## config.mk

```make
export PLATFORM = sky130hd
export DESIGN_NAME = stack_unit
export DESIGN_NICKNAME = d
export VERILOG_FILES = /design/src/rtl/stack_unit.sv
export SDC_FILE = /design/constraint.sdc
export NUM_CORES = 1
export LEC_CHECK = 0
export CAP_MARGIN = 5
export CORE_MARGIN = 3
export CORE_UTILIZATION = 25
export DETAILED_ROUTE_END_ITERATION = 8
export GPL_ROUTABILITY_DRIVEN = 0
export SETUP_SLACK_MARGIN = 0.1
export SLEW_MARGIN = 15
export SYNTH_ARGS = -nofsm -noshare
export SYNTH_HDL_FRONTEND = slang
export SYNTH_SLANG_ARGS = --single-unit
```

## constraint.sdc

```tcl
create_clock -name clk -period 6.8 [get_ports clk]
set_input_delay 0.68 -clock clk [delete_from_list [all_inputs] [get_ports clk]]
set_output_delay 0.68 -clock clk [all_outputs]
set_load 0.01 [all_outputs]
```

## src/rtl/stack_unit.sv

```systemverilog
`default_nettype none
// ============================================================================
// Module   : stack_unit
// Summary  : Parametrised LIFO operand stack with push/pop/tos/replace and
//            sticky overflow/underflow reporting.
// Revision : 1.0
// ============================================================================
module stack_unit #(
  parameter int DATA_W = 8,
  parameter int DEPTH  = 8,
  parameter int CNT_W  = $clog2(DEPTH + 1)
) (
  input  logic              clk,
  input  logic              rst,
  input  logic              push,
  input  logic              pop,
  input  logic              tos,
  input  logic              err_clr,
  input  logic [DATA_W-1:0] din,
  output logic [DATA_W-1:0] dout,
  output logic [CNT_W-1:0]  count,
  output logic              empty,
  output logic              full,
  output logic              ovf,
  output logic              udf
);

  localparam int             c_addr_w = $clog2(DEPTH);
  localparam logic [CNT_W-1:0] c_depth = CNT_W'(DEPTH);

  logic [DATA_W-1:0]   r_mem [0:DEPTH-1];
  logic [DATA_W-1:0]   r_dout;
  logic [CNT_W-1:0]    r_count;
  logic                r_ovf;
  logic                r_udf;

  logic                w_empty;
  logic                w_full;
  logic [c_addr_w-1:0] w_wr_idx;
  logic [c_addr_w-1:0] w_top_idx;
  logic                w_do_replace;
  logic                w_do_push;
  logic                w_do_pop;
  logic                w_do_tos;
  logic                w_ovf_set;
  logic                w_udf_set;

  assign w_empty = (r_count == '0);
  assign w_full  = (r_count == c_depth);

  // Low address bits suffice: the write slot is only used when not full, and
  // for power-of-two depths the modular decrement of a full count lands on
  // the last entry.
  assign w_wr_idx  = r_count[c_addr_w-1:0];
  assign w_top_idx = r_count[c_addr_w-1:0] - c_addr_w'(1);

  assign w_do_replace = push & pop & ~w_empty;
  assign w_do_push    = push & (~pop | w_empty) & ~w_full;
  assign w_do_pop     = pop & ~push & ~w_empty;
  assign w_do_tos     = tos & ~push & ~pop & ~w_empty;
  assign w_ovf_set    = push & ~pop & w_full;
  assign w_udf_set    = w_empty & (pop | (tos & ~push));

  always_ff @(posedge clk or posedge rst) begin
    if (rst) begin
      r_count <= '0;
      r_dout  <= '0;
      r_ovf   <= 1'b0;
      r_udf   <= 1'b0;
    end else begin
      if (w_do_push) begin
        r_count <= r_count + CNT_W'(1);
      end else if (w_do_pop) begin
        r_count <= r_count - CNT_W'(1);
      end
      if (w_do_replace || w_do_pop || w_do_tos) begin
        r_dout <= r_mem[w_top_idx];
      end
      // A new error in the same cycle as the clear takes precedence.
      r_ovf <= w_ovf_set | (r_ovf & ~err_clr);
      r_udf <= w_udf_set | (r_udf & ~err_clr);
    end
  end

  always_ff @(posedge clk) begin
    if (w_do_replace) begin
      r_mem[w_top_idx] <= din;
    end else if (w_do_push) begin
      r_mem[w_wr_idx] <= din;
    end
  end

  assign dout  = r_dout;
  assign count = r_count;
  assign empty = w_empty;
  assign full  = w_full;
  assign ovf   = r_ovf;
  assign udf   = r_udf;

endmodule
`default_nettype wire

```

# After elaboration in Yosys (flattened, before gate mapping)
# Memory sizes are Yosys's and may differ from the RTL's. A register that Yosys moved wholly into a read port is not among the register bits.
# Index checks and enable logic that the tools add are counted.
# totals
ff_bits	6
mem_bits_rw	64
in_bits	14
output_inout_bits	16
wordCells	46
n_memories	1
# memory_table
name	depth	width	read_ports	rd_ports_with_merged_regs	wr	line_no	text
r_mem	8	8	1	1	1	31	logic [DATA_W-1:0] r_mem [0:DEPTH-1];
# classes
add_sub_neg	3
n_eq_ne	1
mux	10
bitwise	23
reduce_logical	5
# op_table
op	n
$and 1x1->1	14
$mux 4	2
$mux 8	1
$reduce_or 8->1	1
$mux 1	6
$not 1->1	5
$add 4x1->4 const B	1
$eq 4x4->1 const B	1
$logic_not 4->1	1
$or 1x1->1	4
$sub 4x1->4 const B	1
$mux 3	1
$sub 3x1->3 const B	1
$logic_or 1x1->1	2
$reduce_bool 2->1	1

# Logic depth before layout (Yosys ltp)
# Gate-level depths: netlist of the first run.
# logic_depth
word_depth	9
depth_mapped	12
ltp_nobuf	9

# Worst setup path before layout of the first run
# No wires, ideal clock.
# synth_path
kind	register to register
startpoint	reg r_count[0] (netlist: count[0])
endpoint	mem r_mem[2][0] (enable)
setup_time_ns	0.370
arrival_ns	2.243
required_ns	6.430
path_slack_ns	4.187
stages_incl_launch_ff	10
n_path_buf	3
period_less_slack_ns	2.613
cell_sequence	dfrtp_1 buf_6 buf_6 inv_2 ha_1 buf_6 and2b_4 o211ai_4 mux2_4 nor2_1
# synth_via
word_cells_on_any_way	17
cone_classes	add/sub: 1; eq/ne: 1; mux: 7; bitwise: 6; reduce/logical: 2
# synth_lines
item	line_no	text
start: declaration	33	logic [CNT_W-1:0] r_count;
start signal: assignment	72	r_count <= r_count + CNT_W'(1);
start signal: assignment	74	r_count <= r_count - CNT_W'(1);
$sub 3x1->3	55	assign w_top_idx = r_count[c_addr_w-1:0] - c_addr_w'(1);
net w_top_idx[0]	40	logic [c_addr_w-1:0] w_top_idx;
$mux 3 (no source line)	n/a	
end: declaration	31	
# The timed path passes the listed nets, and every way through them passes these cells.

# Worst setup path after layout of the first run
# layout_path
startpoint	reg r_count[0] (netlist: count[0])
endpoint	out empty
# layout_via
elab_chain_len	1
# layout_rtl
item	line_no	text
$logic_not 4->1	48	assign w_empty = (r_count == '0);
end: declaration	22	output logic empty,
# No other way between the ends.

==> results.cfg, run 1 <==
[synth]
synth_cell_type_count = 46
postSynth.asyncResetShare_pct = 17.9
yosys_warnings = 0
netlist_instances = 195
postSynthNetCount = 213
synth_area_mm2 = 0.00341
synth.most_common_cell = sky130_fd_sc_hd__edfxtp_1
seq_cells_post_synth = 78
synth_edf_count = 64
synth_sequential_area_ratio_pct = 66.6
synthFlopType = sky130_fd_sc_hd__edfxtp_1
synth.top_cell.area_share_pct = 56.3
synth.largest_area_cell = sky130_fd_sc_hd__edfxtp_1
yosys-top-cells-area = sky130_fd_sc_hd__edfxtp_1, sky130_fd_sc_hd__dfrtp_1, sky130_fd_sc_hd__mux4_2
postSynthAreaPerCell_um2 = 17.5
netlist_top_cells_count = sky130_fd_sc_hd__edfxtp_1, sky130_fd_sc_hd__dfrtp_1, sky130_fd_sc_hd__mux4_2, sky130_fd_sc_hd__nor2_1, sky130_fd_sc_hd__nand2_1

[routing]
via_density = 4.33
detail_route.iter0.violations = 92
via_count = 1755
ant_nets = 0
detail_route.first_pass.iterations = 6
post_drt_wl_per_cell_um = 15.8
remaining_drc_errors = 0
routed_wirelength_mm = 6.42

[critical_path]
timing.rr.start = count[0]$_DFFE_PP0P_
worstPathRequired_ns = 6.12
worst_r2r_path_depth = 7
worst_r2r_endpoint = r_mem[2][3]$_DFFE_PP_
timing.critical_path.from_type = flip-flop
arrival_ns = 2.39
ff2ff_setup_slack_ns = 3.74
timing.critical_path.to_type = output pin
critical_path.max_fanout = 25
source_of_the_critical_timing_path = count[0]$_DFFE_PP0P_
setup.worst_path.end = empty
critical_path_class = flip-flop to output pin

[timing]
tns_ns = 0
clock_skew_ns = 0.00822
period_share_pct = 45.2
timing.final.max_slew_violations = 0
max-slew-margin-rel_pct = 45.9
maxClockFrequency_mhz = 325
final-setup-viol-count = 0
max_slew.worst_pin.slew_ns = 0.809
number_of_hold_violations_in_the_final_report = 0
grt_setup_unrepaired = no
min_period_ns = 3.07

[power_and_ir_drop]
power.sequential.fraction_pct = 36.8
netSwitchingFraction_pct = 32.7
power.density_mw_per_mm2 = 460
power_frac_comb_pct = 38.9
power.static_leakage_nw = 1.42
power.net_switching_w = 0.000619
worst_ir_drop_vdd_v = 0.000164
p_int_w = 0.00127
power.share.clock_pct = 24.3

[grt]
grt_first_pass_wirelength_mm = 10.2
met2_usage_pct = 14.8
grt_antenna_before_repair = 0
vias_in_the_first_global_route = 1815
grt_util_met1_pct = 11.8
top_usage_layer = met2
grtUsageTotal_pct = 9.29
grt_start_max_net_pins = 26
met3_usage_pct = 3.50
grt_overflow_total = 0

[die]
die_area_mm2 = 0.0151
chipHeight_um = 123
std_cell_core_area_mm2 = 0.0133
rows = 42
die-width_um = 123
io_pins = 30
effective_utilization_at_floorplan_pct = 25.7

[clocking]
postCtsSetupBuffers = 0
clock_path_buffers = 2
cts_num_sinks = 78
cts-buffers-inserted = 9
worst_setup_hold_path_clk_slew_ns = 0.05
hold_buffers = 0
root_buffer = sky130_fd_sc_hd__clkbuf_16
clk_latency_worst_skew_pair_ns = 0.33
ctsResizeCount = 0
htreeDepth = 3
cts_tree = yes

[finish]
drive_gt1_share_pct = 17.9
finish.net_count = 243
layout-area-overhead-vs-synth_pct = 20.5
antenna-diode-count = 0
post-route-util_pct = 30.9

[status]
status = complete, no violations

[placement]
port_buffers = 29
place.detailed.hpwl_mm = 4.48

[worst_hold_path]
hold_path.startpoint = dout[2]$_DFFE_PP0P_
hold_path.class = flip-flop to flip-flop

[flow_run]
timing.max_cap.violations = 0
==> how the worst min path moves through the flow <==
stage	to	slack (ns)	cells past startpoint
detailed placement	dout[2]$_DFFE_PP0P_	0.48	2
CTS	dout[2]$_DFFE_PP0P_	0.50	2
floorplan	dout[0]$_DFFE_PP0P_	0.52	2
global route	dout[4]$_DFFE_PP0P_	0.53	2
finish	dout[2]$_DFFE_PP0P_	0.48	2
global placement	dout[2]$_DFFE_PP0P_	0.47	2
==> layer usage <==
metal	vias up	wire length, um
met5	-	0
met4	0	69
met3	8	257
met2	40	3210
met1	892	2880
li1	815	-
==> area by class of cell <==
cell class,count,area [um2]
clock buffers,9,225
clock inverters,6,62.6
fillers,1287,9180
inverters,8,30.0
multi-input cells,98,1000
flip-flops and latches,78,2270
well taps,176,220
repair buffers,30,298
==> layout by cell type, fill, tap and decap left out, types with 3 or more instances in the layout <==
master	netlist	layout
sky130_fd_sc_hd__nand2_1	10	10
sky130_fd_sc_hd__edfxtp_1	64	64
sky130_fd_sc_hd__mux2i_1	9	9
sky130_fd_sc_hd__clkdlybuf4s50_1	0	29
sky130_fd_sc_hd__ha_1	3	3
sky130_fd_sc_hd__and3_1	3	3
sky130_fd_sc_hd__nor2_1	11	11
sky130_fd_sc_hd__inv_1	5	5
sky130_fd_sc_hd__mux4_1	3	3
sky130_fd_sc_hd__nand2b_1	3	3
sky130_fd_sc_hd__clkbuf_16	0	9
sky130_fd_sc_hd__mux4_2	13	13
sky130_fd_sc_hd__o21ai_0	3	3
sky130_fd_sc_hd__o21ai_1	9	9
sky130_fd_sc_hd__dfrtp_1	14	14
sky130_fd_sc_hd__inv_2	3	3
==> state kept, by name, summed over array words and instances, names as in the netlist <==
register  cells
ovf           1
count         4
r_mem        64
udf           1
dout          8
==> power groups by stage <==
stage | Clock [W] | Sequential (W) | Combinational [W]
6_report | 0.000460 | 0.000697 | 0.000736
5_1_grt | 0.000493 | 0.000710 | 0.000807
4_1_cts | 0.000473 | 0.000700 | 0.000750
3_5_place_dp | 0 | 0.000709 | 0.000746
3_3_place_gp | 0 | 0.000703 | 0.000740
2_1_floorplan | 0 | 0.000697 | 0.000550
==> cell families (layout without fill, tap and decap cells) <==
group                    count (synthesis)  after routing  synth area share, %
AO/OA/AOI/OAI                           25             25                 5.39
XOR/XNOR                                 4              4                 1.58
adder cells (fa/ha/maj)                  4              4                 1.69
buffers and inverters                   19             53                 4.03
flip-flops                              78             78                 66.6
multiplexers                            29             29                 15.0
AND/OR/NAND/NOR                         36             36                 5.79
==> worst max-delay path, stage by stage, from the launching register on <==
cell and delay [ns]:
sky130_fd_sc_hd__dfrtp_1 0.35, sky130_fd_sc_hd__buf_4 0.25, sky130_fd_sc_hd__inv_2 0.14, sky130_fd_sc_hd__ha_1 0.46
sky130_fd_sc_hd__nand2b_2 0.16, sky130_fd_sc_hd__nor2_1 0.15, sky130_fd_sc_hd__clkdlybuf4s50_1 0.55
==> metrics by stage <==
stage | hold WS (ns) | setup WS [ns] | area (um2) | instances | total power, W
3_3_place_gp | 0.472 | 3.66 | 3820 | 390 | 0.00144
3_5_place_dp | 0.484 | 3.57 | 3820 | 390 | 0.00145
4_1_cts | 0.496 | 3.68 | 4110 | 405 | 0.00192
2_1_floorplan | 0.518 | 4.19 | 3410 | 195 | 0.00125
6_report | 0.485 | 3.73 | 4110 | 405 | 0.00189
5_1_grt | 0.526 | 3.50 | 4110 | 405 | 0.00201
(Power assumes the default switching activity.)
==> run 2: changes to the inputs <==
==> constraint.sdc (replaced) <==
create_clock -name clk -period 2.8 [get_ports clk]
set_input_delay 0.28 -clock clk [delete_from_list [all_inputs] [get_ports clk]]
set_output_delay 0.28 -clock clk [all_outputs]
set_load 0.01 [all_outputs]
==> run 2 against run 1 <==
Critical path depth is the same. Non-clock buffer count grew 10. Combinational power increased by 150%. Global-route usage down 0.11 points. Sequential cell count unchanged. Sequential share of layout area fell by 0.94 points. Clock-buffer cell count is 3 higher. Via count grew 0.28%. Clock power rose by 140%. Critical endpoint is now r_mem[1][5]$_DFFE_PP_.
==> results.cfg, run 2 (same netlist as run 1, synthesis figures left out) <==
[finish]
largest-register = r_mem
flip_flop_count_of_the_largest_register_after_layout = 64
multi_input_area_mm2 = 0.00100
drive_gt1_share_pct = 20.4
antenna-diode-count = 0
fillerInstances = 1288
post-route-util_pct = 31.5
finish.net_count = 253
layout_commonest_cell = sky130_fd_sc_hd__edfxtp_1
layout_common_cells = sky130_fd_sc_hd__edfxtp_1, sky130_fd_sc_hd__clkdlybuf4s50_1, sky130_fd_sc_hd__dfrtp_1
post-route-cell-area_mm2 = 0.00418
ff_latch_area_mm2 = 0.00227
layout-area-overhead-vs-synth_pct = 22.5

[timing]
min_period_ns = 2.43
max-slew-margin-rel_pct = 48.5
clock_skew_ns = 0.00466
max_slew.worst_pin.slew_ns = 0.770
number_of_hold_violations_in_the_final_report = 0
timing.final.max_slew_violations = 0
tns_ns = 0
maxClockFrequency_mhz = 411
period_share_pct = 86.9
final-setup-viol-count = 0
grt_setup_unrepaired = no

[critical_path]
critical_path_class = flip-flop to flip-flop
timing.critical_path.from_type = flip-flop
critical_path.max_fanout = 8
ff2ff_setup_slack_ns = 0.37
worstPathRequired_ns = 2.75
arrival_ns = 2.38
timing.critical_path.to_type = flip-flop

[grt]
grt_overflow_total = 0
grt_first_pass_wirelength_mm = 10.2
grt_antenna_before_repair = 0
vias_in_the_first_global_route = 1832
grt_start_max_net_pins = 25
grtUsageTotal_pct = 9.19

[die]
io_pins = 30
effective_utilization_at_floorplan_pct = 25.7
std_cell_core_area_mm2 = 0.0133
die-width_um = 123
chipHeight_um = 123
die_area_mm2 = 0.0151
rows = 42

[clocking]
clk_latency_worst_skew_pair_ns = 0.32
ctsResizeCount = 0
postCtsSetupBuffers = 0
cts-buffers-inserted = 9
clock_path_buffers = 2
worst_setup_hold_path_clk_slew_ns = 0.06
cts_num_sinks = 78
root_buffer = sky130_fd_sc_hd__clkbuf_16
cts_tree = yes
htreeDepth = 3
hold_buffers = 0

[routing]
detail_route.iter0.violations = 133
remaining_drc_errors = 0
via_count = 1760
routed_wirelength_mm = 6.32
ant_nets = 0
detail_route.first_pass.iterations = 4
post_drt_wl_per_cell_um = 15.2
via_density = 4.23

[flow_run]
timing.max_cap.violations = 0

[status]
status = complete, no violations

[power_and_ir_drop]
power.static_leakage_nw = 1.47
power.density_mw_per_mm2 = 1110
worst_ir_drop_vdd_v = 0.000328

[placement]
port_buffers = 29
place.detailed.hpwl_mm = 4.46
postPlaceCellArea_mm2 = 0.00390

[worst_hold_path]
hold_path.class = primary input to async pin
[run 2: cell type report]
class / count / share of cell area, %
clock buffer: 12 / 5.65
clock inverter: 4 / 1.14
inverter: 8 / 0.718
multi-input combinational: 98 / 24.0
sequential: 78 / 54.3
tap: 176 / 5.26
timing repair buffer: 40 / 8.91
[run 2: per-stage QoR]
step / worst slack [ns] / total power [W] / std cells / hold WS, ns
2_1_floorplan: 0.187 / 0.00303 / 195 / 0.169
3_3_place_gp: 0.272 / 0.00355 / 400 / 0.466
3_5_place_dp: 0.264 / 0.00358 / 400 / 0.479
4_1_cts: 0.299 / 0.00470 / 416 / 0.321
5_1_grt: 0.151 / 0.00491 / 416 / 0.371
6_report: 0.368 / 0.00462 / 416 / 0.306
[run 2: path summary, 6_finish.rpt]
check,startpoint,to,cells after the start
worst max-delay path,count[1]$_DFFE_PP0P_,r_mem[1][5]$_DFFE_PP_,6
min in group clk,dout[4]$_DFFE_PP0P_,dout[4]$_DFFE_PP0P_,2
worst min register to register,dout[4]$_DFFE_PP0P_,dout[4]$_DFFE_PP0P_,2
worst min-delay path,rst,dout[1]$_DFFE_PP0P_,2
max in group asynchronous,rst,dout[4]$_DFFE_PP0P_,2
worst max register to register,count[1]$_DFFE_PP0P_,r_mem[1][5]$_DFFE_PP_,6
[run 2: where the power goes]
part / leakage [nW] / internal [W] / switching, W
Combinational: 0.580 / 0.000929 / 0.000903
Sequential: 0.751 / 0.00155 / 0.000135
Clock: 0.138 / 0.000688 / 0.000422
Total: 1.47 / 0.00316 / 0.00146
[run 2: worst max-delay path, cell delays in order, from the launching register on]
cell and delay [ns]:
sky130_fd_sc_hd__dfrtp_1 0.43, sky130_fd_sc_hd__inv_1 0.12, sky130_fd_sc_hd__ha_1 0.26, sky130_fd_sc_hd__mux2_2 0.37
sky130_fd_sc_hd__nor3_1 0.14, sky130_fd_sc_hd__o31ai_1 0.12, sky130_fd_sc_hd__nor2_1 0.61
[run 2: per-layer routing]
layer  vias up  wire length (um)  GRT usage, %
met2        41              2940          14.3
li1        832                 -             -
met1       882              2980          11.8
met4         0                54          4.41
met3         5               347          2.58
met5         -                 0             0
